`src/rtl/knn_pkg.sv`:
```
// rtl/knn_pkg.sv - shared KNN constants, widths and control-FSM state encoding
package knn_pkg;
    typedef enum logic [1:0] {
        IDLE   = 2'd0,
        COUNT  = 2'd1,
        SELECT = 2'd2,
        DONE   = 2'd3
    } knn_state_e;

    function automatic int NUM_CLASSES(input int type_w);
        return 1 << type_w;
    endfunction

    function automatic int VOTE_W(input int k);
        return $clog2(k + 1);
    endfunction
endpackage

```
`src/rtl/knn_vote_table.sv`:
```
// rtl/knn_vote_table.sv - per-class vote counters and first-occurrence index register file
module knn_vote_table
    import knn_pkg::*;
#(
    parameter int TYPE_W = 3,
    parameter int K      = 5
) (
    input  logic                 clk,
    input  logic                 rst,
    input  logic                 clr,
    input  logic                 inc_en,
    input  logic [TYPE_W-1:0]    inc_cls,
    input  logic [VOTE_W(K)-1:0] inc_pos,
    input  logic [TYPE_W-1:0]    rd_cls,
    output logic [VOTE_W(K)-1:0] rd_votes,
    output logic [VOTE_W(K)-1:0] rd_first
);
    localparam int C  = NUM_CLASSES(TYPE_W);
    localparam int VW = VOTE_W(K);
    // K is never a valid position, so it marks a class not yet seen
    localparam logic [VW-1:0] ABSENT = VW'(K);

    logic [VW-1:0] votes_q [C];
    logic [VW-1:0] votes_d [C];
    logic [VW-1:0] first_q [C];
    logic [VW-1:0] first_d [C];

    always_comb begin
        for (int i = 0; i < C; i++) begin
            votes_d[i] = votes_q[i];
            first_d[i] = first_q[i];
        end
        if (clr) begin
            for (int i = 0; i < C; i++) begin
                votes_d[i] = '0;
                first_d[i] = ABSENT;
            end
        end else if (inc_en) begin
            votes_d[inc_cls] = votes_q[inc_cls] + VW'(1);
            if (first_q[inc_cls] == ABSENT) begin
                first_d[inc_cls] = inc_pos;
            end
        end
    end

    always_ff @(posedge clk or posedge rst) begin
        if (rst) begin
            for (int i = 0; i < C; i++) begin
                votes_q[i] <= '0;
                first_q[i] <= '0;
            end
        end else begin
            for (int i = 0; i < C; i++) begin
                votes_q[i] <= votes_d[i];
                first_q[i] <= first_d[i];
            end
        end
    end

    assign rd_votes = votes_q[rd_cls];
    assign rd_first = first_q[rd_cls];
endmodule

```
`src/rtl/knn_majority_vote.sv`:
```
// rtl/knn_majority_vote.sv - majority vote over the K nearest entries of a sorted distance vector
module knn_majority_vote
    import knn_pkg::*;
#(
    parameter int L      = 4,
    parameter int W      = 16,
    parameter int TYPE_W = 3,
    parameter int K      = 5
) (
    input  logic                     clk,
    input  logic                     rst,
    input  logic                     in_valid,
    input  logic [W*(1<<L)-1:0]      in,
    input  logic [TYPE_W*(1<<L)-1:0] in_type,
    output logic                     in_ready,
    output logic                     out_valid,
    output logic [TYPE_W-1:0]        out_type,
    output logic [VOTE_W(K)-1:0]     out_votes,
    output logic [W-1:0]             out_nearest_dist,
    output logic                     drop
);
    localparam int N  = 1 << L;
    localparam int C  = NUM_CLASSES(TYPE_W);
    localparam int VW = VOTE_W(K);
    localparam int CW = TYPE_W + 1;

    if (K < 1 || K > N) begin : g_bad_k
        $error("knn_majority_vote: K must be in 1..N");
    end

    if (K < N) begin : g_unused
        logic unused_hi;
        assign unused_hi = ^{in[W*N-1:W*K], in_type[TYPE_W*N-1:TYPE_W*K]};
    end

    knn_state_e        state_q, state_d;
    logic [VW-1:0]     idx_q, idx_d;
    logic [CW-1:0]     cls_q, cls_d;
    logic [TYPE_W-1:0] best_type_q, best_type_d;
    logic [VW-1:0]     best_votes_q, best_votes_d;
    logic [VW-1:0]     best_first_q, best_first_d;
    logic [W-1:0]      dist_q [K];
    logic [W-1:0]      dist_d [K];
    logic [TYPE_W-1:0] type_q [K];
    logic [TYPE_W-1:0] type_d [K];
    logic              out_valid_q, out_valid_d;
    logic [TYPE_W-1:0] out_type_q, out_type_d;
    logic [VW-1:0]     out_votes_q, out_votes_d;
    logic [W-1:0]      out_dist_q, out_dist_d;
    logic              drop_q, drop_d;

    logic              tbl_clr;
    logic              tbl_inc;
    logic [VW-1:0]     rd_votes;
    logic [VW-1:0]     rd_first;
    logic              better;

    knn_vote_table #(.TYPE_W(TYPE_W), .K(K)) u_table (
        .clk      (clk),
        .rst      (rst),
        .clr      (tbl_clr),
        .inc_en   (tbl_inc),
        .inc_cls  (type_q[idx_q]),
        .inc_pos  (idx_q),
        .rd_cls   (cls_q[TYPE_W-1:0]),
        .rd_votes (rd_votes),
        .rd_first (rd_first)
    );

    // The cycle carrying out_valid is still busy, so a vector then is dropped
    assign in_ready = (state_q == IDLE) && !out_valid_q;

    // Equal counts fall to the earlier first occurrence; first indices never collide
    assign better = (rd_votes > best_votes_q) ||
                    ((rd_votes == best_votes_q) && (rd_votes != '0) && (rd_first < best_first_q));

    always_comb begin
        state_d      = state_q;
        idx_d        = idx_q;
        cls_d        = cls_q;
        best_type_d  = best_type_q;
        best_votes_d = best_votes_q;
        best_first_d = best_first_q;
        out_valid_d  = 1'b0;
        out_type_d   = out_type_q;
        out_votes_d  = out_votes_q;
        out_dist_d   = out_dist_q;
        drop_d       = in_valid && !in_ready;
        tbl_clr      = 1'b0;
        tbl_inc      = 1'b0;
        for (int i = 0; i < K; i++) begin
            dist_d[i] = dist_q[i];
            type_d[i] = type_q[i];
        end
        case (state_q)
            IDLE: begin
                if (in_valid && in_ready) begin
                    for (int i = 0; i < K; i++) begin
                        dist_d[i] = in[W*i +: W];
                        type_d[i] = in_type[TYPE_W*i +: TYPE_W];
                    end
                    tbl_clr = 1'b1;
                    idx_d   = '0;
                    state_d = COUNT;
                end
            end
            COUNT: begin
                tbl_inc = 1'b1;
                if (idx_q == VW'(K - 1)) begin
                    cls_d        = '0;
                    best_type_d  = '0;
                    best_votes_d = '0;
                    best_first_d = VW'(K);
                    state_d      = SELECT;
                end else begin
                    idx_d = idx_q + VW'(1);
                end
            end
            SELECT: begin
                if (better) begin
                    best_type_d  = cls_q[TYPE_W-1:0];
                    best_votes_d = rd_votes;
                    best_first_d = rd_first;
                end
                if (cls_q == CW'(C - 1)) begin
                    state_d = DONE;
                end else begin
                    cls_d = cls_q + CW'(1);
                end
            end
            DONE: begin
                out_valid_d = 1'b1;
                out_type_d  = best_type_q;
                out_votes_d = best_votes_q;
                out_dist_d  = dist_q[best_first_q];
                state_d     = IDLE;
            end
            default: state_d = IDLE;
        endcase
    end

    always_ff @(posedge clk or posedge rst) begin
        if (rst) begin
            state_q      <= IDLE;
            idx_q        <= '0;
            cls_q        <= '0;
            best_type_q  <= '0;
            best_votes_q <= '0;
            best_first_q <= '0;
            out_valid_q  <= 1'b0;
            out_type_q   <= '0;
            out_votes_q  <= '0;
            out_dist_q   <= '0;
            drop_q       <= 1'b0;
            for (int i = 0; i < K; i++) begin
                dist_q[i] <= '0;
                type_q[i] <= '0;
            end
        end else begin
            state_q      <= state_d;
            idx_q        <= idx_d;
            cls_q        <= cls_d;
            best_type_q  <= best_type_d;
            best_votes_q <= best_votes_d;
            best_first_q <= best_first_d;
            out_valid_q  <= out_valid_d;
            out_type_q   <= out_type_d;
            out_votes_q  <= out_votes_d;
            out_dist_q   <= out_dist_d;
            drop_q       <= drop_d;
            for (int i = 0; i < K; i++) begin
                dist_q[i] <= dist_d[i];
                type_q[i] <= type_d[i];
            end
        end
    end

    assign out_valid        = out_valid_q;
    assign out_type         = out_type_q;
    assign out_votes        = out_votes_q;
    assign out_nearest_dist = out_dist_q;
    assign drop             = drop_q;
endmodule

```
`config.mk`:
```
export PLATFORM = sky130hd
export DESIGN_NAME = knn_majority_vote
export DESIGN_NICKNAME = d
export VERILOG_FILES = /design/src/rtl/knn_pkg.sv /design/src/rtl/knn_vote_table.sv /design/src/rtl/knn_majority_vote.sv
export SDC_FILE = /design/constraint.sdc
export NUM_CORES = 1
export LEC_CHECK = 0
export CAP_MARGIN = 20
export CELL_PAD_IN_SITES_DETAIL_PLACEMENT = 1
export CELL_PAD_IN_SITES_GLOBAL_PLACEMENT = 1
export CORE_MARGIN = 2
export CORE_UTILIZATION = 36
export CTS_BUF_LIST = sky130_fd_sc_hd__clkbuf_8 sky130_fd_sc_hd__clkbuf_16
export DETAILED_ROUTE_END_ITERATION = 16
export PLACE_DENSITY = 0.91
export SYNTH_ARGS = -nofsm -noshare
export SYNTH_HDL_FRONTEND = slang
export SYNTH_SLANG_ARGS = --single-unit
```
`constraint.sdc`:
```
create_clock -name clk -period 9.6 [get_ports clk]
set_input_delay 1.92 -clock clk [delete_from_list [all_inputs] [get_ports clk]]
set_output_delay 1.92 -clock clk [all_outputs]
set_load 0.05 [all_outputs]
```
**Word-level counts from Yosys, hierarchy flattened**

Index checks and enable logic that the tools add are counted.

- Flip-flop bits (word level): 185
- Bits of input ports: 307
- Output and inout bits: 25
- Logic and storage cells: 134

- Add/subtract/negate cells: 3
- $lt $le $gt $ge: 7
- Equality and inequality tests: 13
- Mux-type cells: 49
- Bitwise operators: 4
- Reductions and logical operators: 21

Operators with widths:

| operator | count |
|---|---|
| 24-bit two-way mux | 5 |
| 3-bit two-way mux | 18 |
| 16-bit binary-select mux with 3-bit select | 1 |
| 24-bit bitwise mux | 2 |
| 3-bit binary-select mux with 3-bit select | 5 |
| 16-bit two-way mux | 2 |
| 3-bit case mux with 2 select lines | 4 |
| 4-bit greater-or-equal comparator (second input constant) | 4 |
| 3-bit inverter with 4-bit output | 4 |
| 3-bit AND reduction | 4 |
| 2-bit inequality test (second input constant) | 5 |
| 3-bit demux with 3-bit select | 1 |
| 4-bit two-way mux | 2 |
| 2-bit case mux with 4 select lines | 1 |
| 4-bit case mux with 2 select lines | 1 |
| 2-bit nonzero test | 4 |
| 3-bit by 1-bit adder with 3-bit output (second input constant) | 2 |
| 3-bit equality test (second input constant) | 2 |
| 1-bit logical AND | 6 |
| 2-bit two-way mux | 3 |
| 4-bit by 1-bit adder with 4-bit output (second input constant) | 1 |
| 2-bit equality test (second input constant) | 2 |
| 4-bit by 3-bit equality test with 1-bit output (second input constant) | 1 |
| 4-bit by 1-bit < comparator with 1-bit output (second input constant) | 1 |
| 11 further kinds | 16 |

**Longest topological paths before layout**

Gate-level depths: netlist of run 1.

- Depth after elaboration: 13
- Gate-level depth with buffers: 14
- Gate-level depth less buffers: 10

**Hierarchy**

From an unflattened synthesis of run 1, not the netlist that was laid out.

- Cells, all modules: 929
- Area, all modules: 9078.7 µm²

Modules (own cells, without submodules):

| module | times used | cells each | area each (µm²) |
|---|---|---|---|
| knn_majority_vote | 1 | 641 | 6193.4 |
| knn_vote_table | 1 | 288 | 2885.3 |

**Worst setup path before layout of run 1**

No wires, ideal clock.

- Kind: flip-flop to output port
- Start point: reg state_q[0]
- End point: out in_ready
- Arrival time: 1.489 ns
- Data required time: 7.680 ns
- Slack: 6.191 ns
- Cell stages (with the launch flop): 4
- Cells stage by stage: dfrtp_1 > inv_1 > ha_1 > nor2b_1

- Longest elaborated chain between the ends: 2

RTL lines:

| element | RTL line | RTL |
|---|---|---|
| start, declared | knn_majority_vote.sv:36 | `knn_state_e state_q, state_d;` |
| start signal, assigned | knn_majority_vote.sv:160 | `state_q <= state_d;` |
| 2-bit logical NOT | knn_majority_vote.sv:71 | `assign in_ready = (state_q == IDLE) && !out_valid_q;` |
| 1-bit logical AND | knn_majority_vote.sv:71 |  |
| end, declared | knn_majority_vote.sv:15 | `output logic in_ready,` |

No other way between the ends.

**Worst setup path after layout of run 1**

- Start point: reg state_q[1]
- End point: out in_ready

The elaborated chain is that of the path after synthesis.

==> results of run 1 <==
-- layer usage --
metal  up-vias  track usage [%]  part of all wire (%)  routed length (um)
met5         -                0                     0                   0
met4         0             10.3                   3.6                1030
met3        74             4.70                   6.1                1730
met2       313             37.6                    51               14500
met1      3813             27.3                    40               11400
li1       3268                -                     -                   -
-- where the power goes --
| part | leakage, nW | switching, mW | internal [mW] |
|---|---|---|---|
| sequential | 2.30 | 0.307 | 1.12 |
| clock | 0.287 | 0.333 | 0.397 |
| combinational | 2.38 | 1.29 | 0.745 |
| total | 4.96 | 1.93 | 2.26 |
-- worst min path at each step --
stage | start | to | slack [ns] | cells after the start
floorplan | dist_q[32] | dist_q[32] | 0.44 | 2
CTS | dist_q[68] | dist_q[68] | 0.48 | 2
finish | type_q[13] | type_q[13] | 0.48 | 2
global route | dist_q[21] | dist_q[21] | 0.50 | 2
detailed placement | dist_q[68] | dist_q[68] | 0.46 | 2
global placement | dist_q[40] | dist_q[40] | 0.45 | 2
-- flip-flops by register name (all words and copies together), names as in the netlist, 2 cells and up --
register          flops
out_nearest_dist     16
idx_q                 3
u_table.first_q      24
best_type_q           3
best_votes_q          3
u_table.votes_q      24
cls_q                 4
out_type              3
dist_q               80
out_votes             3
state_q               2
type_q               15
best_first_q          3
-- cell families (layout without fill, tap and decap cells) --
kind of cell,Yosys count,in the layout
compound gates,124,124
mux,64,64
flops,185,185
fa+ha+maj,14,14
buf+inv,73,178
xor+xnor,1,1
other cells,0,2
simple gates,439,439
-- Yosys cell counts, drive strengths merged (5+ instances only) --
cell    number  area (um2)
dfrtp      185        4630
a31oi       12        75.1
a22o        11        96.3
mux2i       27         274
a21oi       19        95.1
buf         19         129
clkbuf      35         131
mux4        28         631
a211oi       8        60.1
nand3       12        60.1
nor2        72         283
nor3         9        60.1
nand2      318        1200
a221oi      16         140
ha          14         175
mux2         9         105
o21ai       23         115
inv         18        67.6
nand2b       5        31.3
-- cell usage in the layout, fill, tap and decap left out, drive strengths merged, types with 3 or more instances in the layout --
| master | n |
|---|---|
| clkbuf | 18 |
| ha | 14 |
| nor3 | 9 |
| nor2 | 72 |
| inv | 26 |
| nor2b | 3 |
| mux4 | 28 |
| dfrtp | 185 |
| o21a | 3 |
| nand3 | 12 |
| a21oi | 19 |
| o21ai | 23 |
| a211oi | 8 |
| or2 | 3 |
| a31oi | 12 |
| a22o | 11 |
| mux2i | 27 |
| buf | 6 |
| o22ai | 3 |
| o22a | 3 |
| mux2 | 9 |
| nand2 | 318 |
| a221oi | 16 |
| clkdlybuf4s50 | 122 |
| nand2b | 5 |
-- area by class of cell --
type	instances	area share, %
Tap cell	324	3.71
Clock buffer	18	4.02
Multi-Input combinational cell	642	36.0
Clock inverter	13	1.43
Antenna cell	2	0.0458
Sequential cell	185	42.3
Inverter	19	0.698
Timing Repair Buffer	128	11.8
-- worst max-delay path, stage by stage, from the launching register on --
cell and delay (ns):
dfrtp_1 0.43, inv_1 0.15, ha_1 0.32, nor2b_1 0.55
clkdlybuf4s50_1 0.93
-- stage by stage --
| step | power, mW | setup WS, ns | utilization (%) |
|---|---|---|---|
| after floorplan | 2.80 | 2.65 | - |
| after global placement | 3.23 | 5.02 | 42.5 |
| after detailed placement | 3.37 | 4.98 | 42.5 |
| after CTS | 4.17 | 4.86 | 45.0 |
| after global routing | 4.42 | 4.80 | 45.1 |
| final | 4.19 | 4.85 | 45.1 |
==> flow_summary_export.csv, run 1 <==
group,metric,value,unit
run_status,outcome,"finished, final reports clean",
finish,fill_cells,2725,
floorplan,core,0.0242,mm2
yosys,synthMuxAreaShare,11.4,%
worst_setup_path,cp-start-kind,"flip-flop",
timing,finClkSkew,0.0110,ns
worst_setup_path,endpoint,"in_ready",
global_routing,track_usage,22.2,%
yosys,synth_warnings,0,
global_routing,grt_pass1_vias,8207,
worst_setup_path,reg2regPathDepth,10,
power,vdd_ir_drop_max,0.000155,V
global_routing,grt_start_max_net_pins,120,
power,p_leak,4.96,nW
routing,firstDrtPassIters,6,
timing,fin_crit,4.75,ns
worst_setup_path,r2r-end,"best_first_q[0]",
placement,place_congestion,0.858,
worst_setup_path,critPathArrivalTime,2.83,ns
timing,fmax,211,MHz
yosys,synth_compound_area_share,10.4,%
routing,detail_route.drc_violations,0,
power,p_per_area,383,mW/mm2
finish,multiInputGateArea,0.00394,mm2
floorplan,die_area,0.0260,mm2
yosys,synth.distinct_cells,70,
yosys,ys_seq_area_share,52.1,%
finish,stdcell_area,0.0109,mm2
routing,drtIter0Drc,642,
floorplan,rows,57,
worst_setup_path,required,7.68,ns
timing,report.final.slew_viol_count,0,
finish,final_nets,1314,
floorplan,start_util,36.7,%
global_routing,grt_antenna_before_repair,2,
clock_tree,post-cts-setup-buffers,0,
placement,place_inst,1297,
timing,fin_crit_sh,49.4,%
worst_setup_path,path_class,"flip-flop to primary output",
finish,final_cells,1331,
yosys,synth-edff-count,0,
routing,vias_per_cell,5.61,
clock_tree,clkSinkCount,185,
clock_tree,root_buffer,"clkbuf_16",
clock_tree,tritoncts,"yes",
yosys,syn_nets,1221,
worst_setup_path,rr_startpoint,"cls_q[0]",
placement,hpwlAfterDp,18.4,mm
worst_setup_path,endpoint_kind,"primary output",
timing,slew-limit-headroom,26.6,%
yosys,avgSynthCellArea,9.88,um2
yosys,ys.flop_type,"dfrtp_1",
worst_setup_path,crit_fanout,4,
clock_tree,cts_htree_levels,4,
worst_setup_path,startpoint,"state_q[1]",
clock_tree,clk_path_buf_depth,2,
hold_path,hold_class,"flip-flop to flip-flop",
timing,rsz0062_at_grt,"false",
clock_tree,clkTransAtPathRegs,0.07,ns
timing,finalSetupTns,0,ns
yosys,synth-seq-cells,185,
floorplan,die_y,161,um
yosys,synthArstFlopShare,100,%
yosys,synthXorXnorAreaFrac,0.183,%
global_routing,grt_pass1_wl,44.9,mm
routing,num_vias,7468,
placement,port_buffers,122,
timing,final_hold_viol_count,0,
yosys,synth_simple_gate_area_share,20.3,%
finish,seqCellArea,0.00463,mm2
flow_run,drv_cap,0,
finish,drive_above_1_share,9.65,%
timing,tightest_slew,1.10,ns
floorplan,chipWidth,161,um
yosys,synthAdderAreaFrac,1.97,%
routing,routedWlPerCell,21.5,um
yosys,synth_top_family_by_area,"simple AND/OR/NAND/NOR gates",
routing,routed_wl,28.6,mm
global_routing,grt_overflow_total,0,
timing,holdWs,0.478,ns
placement,place_area,0.0103,mm2
routing,ant_nets,0,
clock_tree,clkLatencyLatePin,0.45,ns
yosys,synth_area,0.00889,mm2
floorplan,pin_count,332,
finish,area_growth_syn_to_layout,23.0,%
clock_tree,hold_buffers,0,
worst_setup_path,rrSetupSlack,5.82,ns
clock_tree,numCtsBuffers,17,
clock_tree,ctsResizeCount,0,
yosys,synthesis.instances,900,
timing,setup_viol,0,
(Power assumes the default switching activity.)
==> run 2: changes to the inputs <==
- CORE_UTILIZATION: 36 -> 30
- PLACE_DENSITY: 0.91 -> 0.81
- clock period: 9.6 -> 4 ns (I/O delays scaled with it)
==> run 2 against run 1 <==
Against the previous run:
- sequential share of layout area shrank 0.74 points
- count of clock-buffer cells in the layout shrank 1
- wire length shrank 8.6%
- combinational power grew 140%
- first-iteration DRC count shrank 18%
- sequential power grew 130%
- via count shrank 4.2%
- die area grew 19%
- design area grew 1.8%
==> flow_summary_export.csv, run 2 (synthesized netlist as in run 1, its figures left out) <==
group,metric,value,unit
finish,final_nets,1323,
timing,final_hold_viol_count,0,
hold_path,min_path_cells,2,
finish,final_core_util,37.9,%
finish,fill_cells,3319,
global_routing,grt_pass1_vias,7388,
global_routing,track_usage,16.9,%
floorplan,pin_count,332,
routing,firstDrtPassIters,5,
finish,final_cells,1405,
finish,largest_reg_flops,80,
finish,insertedDiodeCount,0,
power,p_leak,5.02,nW
clock_tree,clk_path_buf_depth,2,
timing,setup_viol,0,
worst_setup_path,crit_fanout,15,
floorplan,start_util,30.2,%
timing,fin_crit,3.40,ns
routing,ant_nets,0,
clock_tree,hold_buffers,0,
finish,drive_above_1_share,10.6,%
finish,final_common_cell,"nand2_1",
routing,routed_wl,26.2,mm
clock_tree,numCtsBuffers,17,
timing,tightest_slew,1.04,ns
placement,place_area,0.0105,mm2
global_routing,grt_start_max_net_pins,97,
placement,place_inst,1373,
worst_setup_path,r2r-end,"u_table.votes_q[17]",
clock_tree,clkTransAtPathRegs,0.08,ns
timing,finClkSkew,0.0175,ns
hold_path,min_to,"dist_q[57]",
worst_setup_path,reg2regPathDepth,9,
global_routing,grt_overflow_total,0,
clock_tree,cts_htree_levels,4,
timing,report.final.slew_viol_count,0,
timing,finalSetupTns,0,ns
global_routing,grt_pass1_wl,41.2,mm
worst_setup_path,path_class,"flip-flop to flip-flop",
finish,stdcell_area,0.0111,mm2
worst_setup_path,startpoint,"idx_q[0]",
power,vdd_ir_drop_max,0.000318,V
global_routing,grt_antenna_before_repair,0,
placement,port_buffers,122,
run_status,outcome,"finished, final reports clean",
worst_setup_path,required,4.27,ns
routing,vias_per_cell,5.09,
routing,drtIter0Drc,527,
hold_path,hp-start,"dist_q[57]",
worst_setup_path,rr_startpoint,"idx_q[0]",
floorplan,chipWidth,176,um
routing,routedWlPerCell,18.6,um
hold_path,hold_class,"flip-flop to flip-flop",
timing,slew-limit-headroom,30.1,%
clock_tree,post-cts-setup-buffers,0,
timing,rsz0062_at_grt,"false",
routing,detail_route.drc_violations,0,
floorplan,die_y,176,um
floorplan,rows,63,
finish,reg.largest.list,"dist_q x80, u_table.first_q x24, u_table.votes_q x24",
clock_tree,clkSinkCount,185,
clock_tree,ctsResizeCount,0,
placement,hpwlAfterDp,18.0,mm
finish,final_cell_mix,"nand2_1, dfrtp_1, clkdlybuf4s50_1",
clock_tree,tritoncts,"yes",
worst_setup_path,cp-start-kind,"flip-flop",
routing,num_vias,7155,
worst_setup_path,rrSetupSlack,0.60,ns
timing,fmax,294,MHz
clock_tree,clkLatencyLatePin,0.44,ns
flow_run,drv_cap,0,
power,total_power,9.94,mW
power,p_per_area,893,mW/mm2
floorplan,die_area,0.0310,mm2
placement,place_congestion,0.854,
worst_setup_path,endpoint_kind,"flip-flop",
floorplan,core,0.0294,mm2
timing,fin_crit_sh,85.1,%
worst_setup_path,critPathArrivalTime,3.67,ns
finish,top_register,"dist_q",
clock_tree,root_buffer,"clkbuf_16",
finish,area_growth_syn_to_layout,25.2,%
==> run 2: cell count changes in the layout (fill, tap and decap cells not counted), moves of 2 or more <==
cell / delta
diode_2: -2
clkinv_8: +2
buf_12: +4
buf_4: +5
inv_6: -5
inv_8: +4
==> run 2: critical path, stage by stage (launching register included) <==
cell     delay [ns]
dfrtp_1        0.83
mux2i_1        0.30
o21a_1         0.17
o22a_1         0.48
mux2i_1        0.47
nand2_1        0.10
nand2_1        0.13
ha_1           0.20
xor2_2         0.38
a21oi_1        0.14
==> run 2: cell type report <==
class	instances	area (um2)	area share (%)
Sequential cell	185	4630	41.6
Timing Repair Buffer	137	1390	12.5
Multi-Input combinational cell	642	3940	35.4
Clock buffer	17	425	3.82
Inverter	19	75.1	0.674
Clock inverter	15	178	1.60
Tap cell	390	488	4.38
==> run 2: worst max path at each step <==
stage / end / cells after the start
after floorplan: best_first_q[0] / 1
after global placement: u_table.votes_q[17] / 9
after detailed placement: best_first_q[0] / 9
after CTS: u_table.votes_q[17] / 9
after global routing: u_table.votes_q[17] / 9
final: u_table.votes_q[17] / 9
==> run 2: power breakdown <==
| group | switching [mW] | total, mW | internal (mW) |
|---|---|---|---|
| sequential | 0.637 | 3.33 | 2.69 |
| clock | 0.847 | 1.75 | 0.899 |
| combinational | 3.01 | 4.86 | 1.86 |
| total | 4.49 | 9.94 | 5.44 |
==> run 2: routing by layer <==
layer,routed length [um],GRT usage [%],vias up
met1,12100,23.7,3688
li1,-,-,3280
met3,803,2.56,16
met2,13000,27.9,171
met4,212,3.37,0
met5,0,0,-
==> run 2: stage by stage <==
stage          setup slack, ns  hold slack [ns]
5_1_grt                  0.407            0.496
3_3_place_gp             0.757            0.453
6_report                 0.596            0.474
3_5_place_dp             0.701            0.459
2_1_floorplan            0.821            0.440
4_1_cts                  0.624            0.477
==> run 3: changes to the inputs <==
- CTS_CLUSTER_SIZE: unset -> 8
- TNS_END_PERCENT: unset -> 5
==> results of run 3 <==
No change in the layout: final DEF, timing and power equal those of run 2.
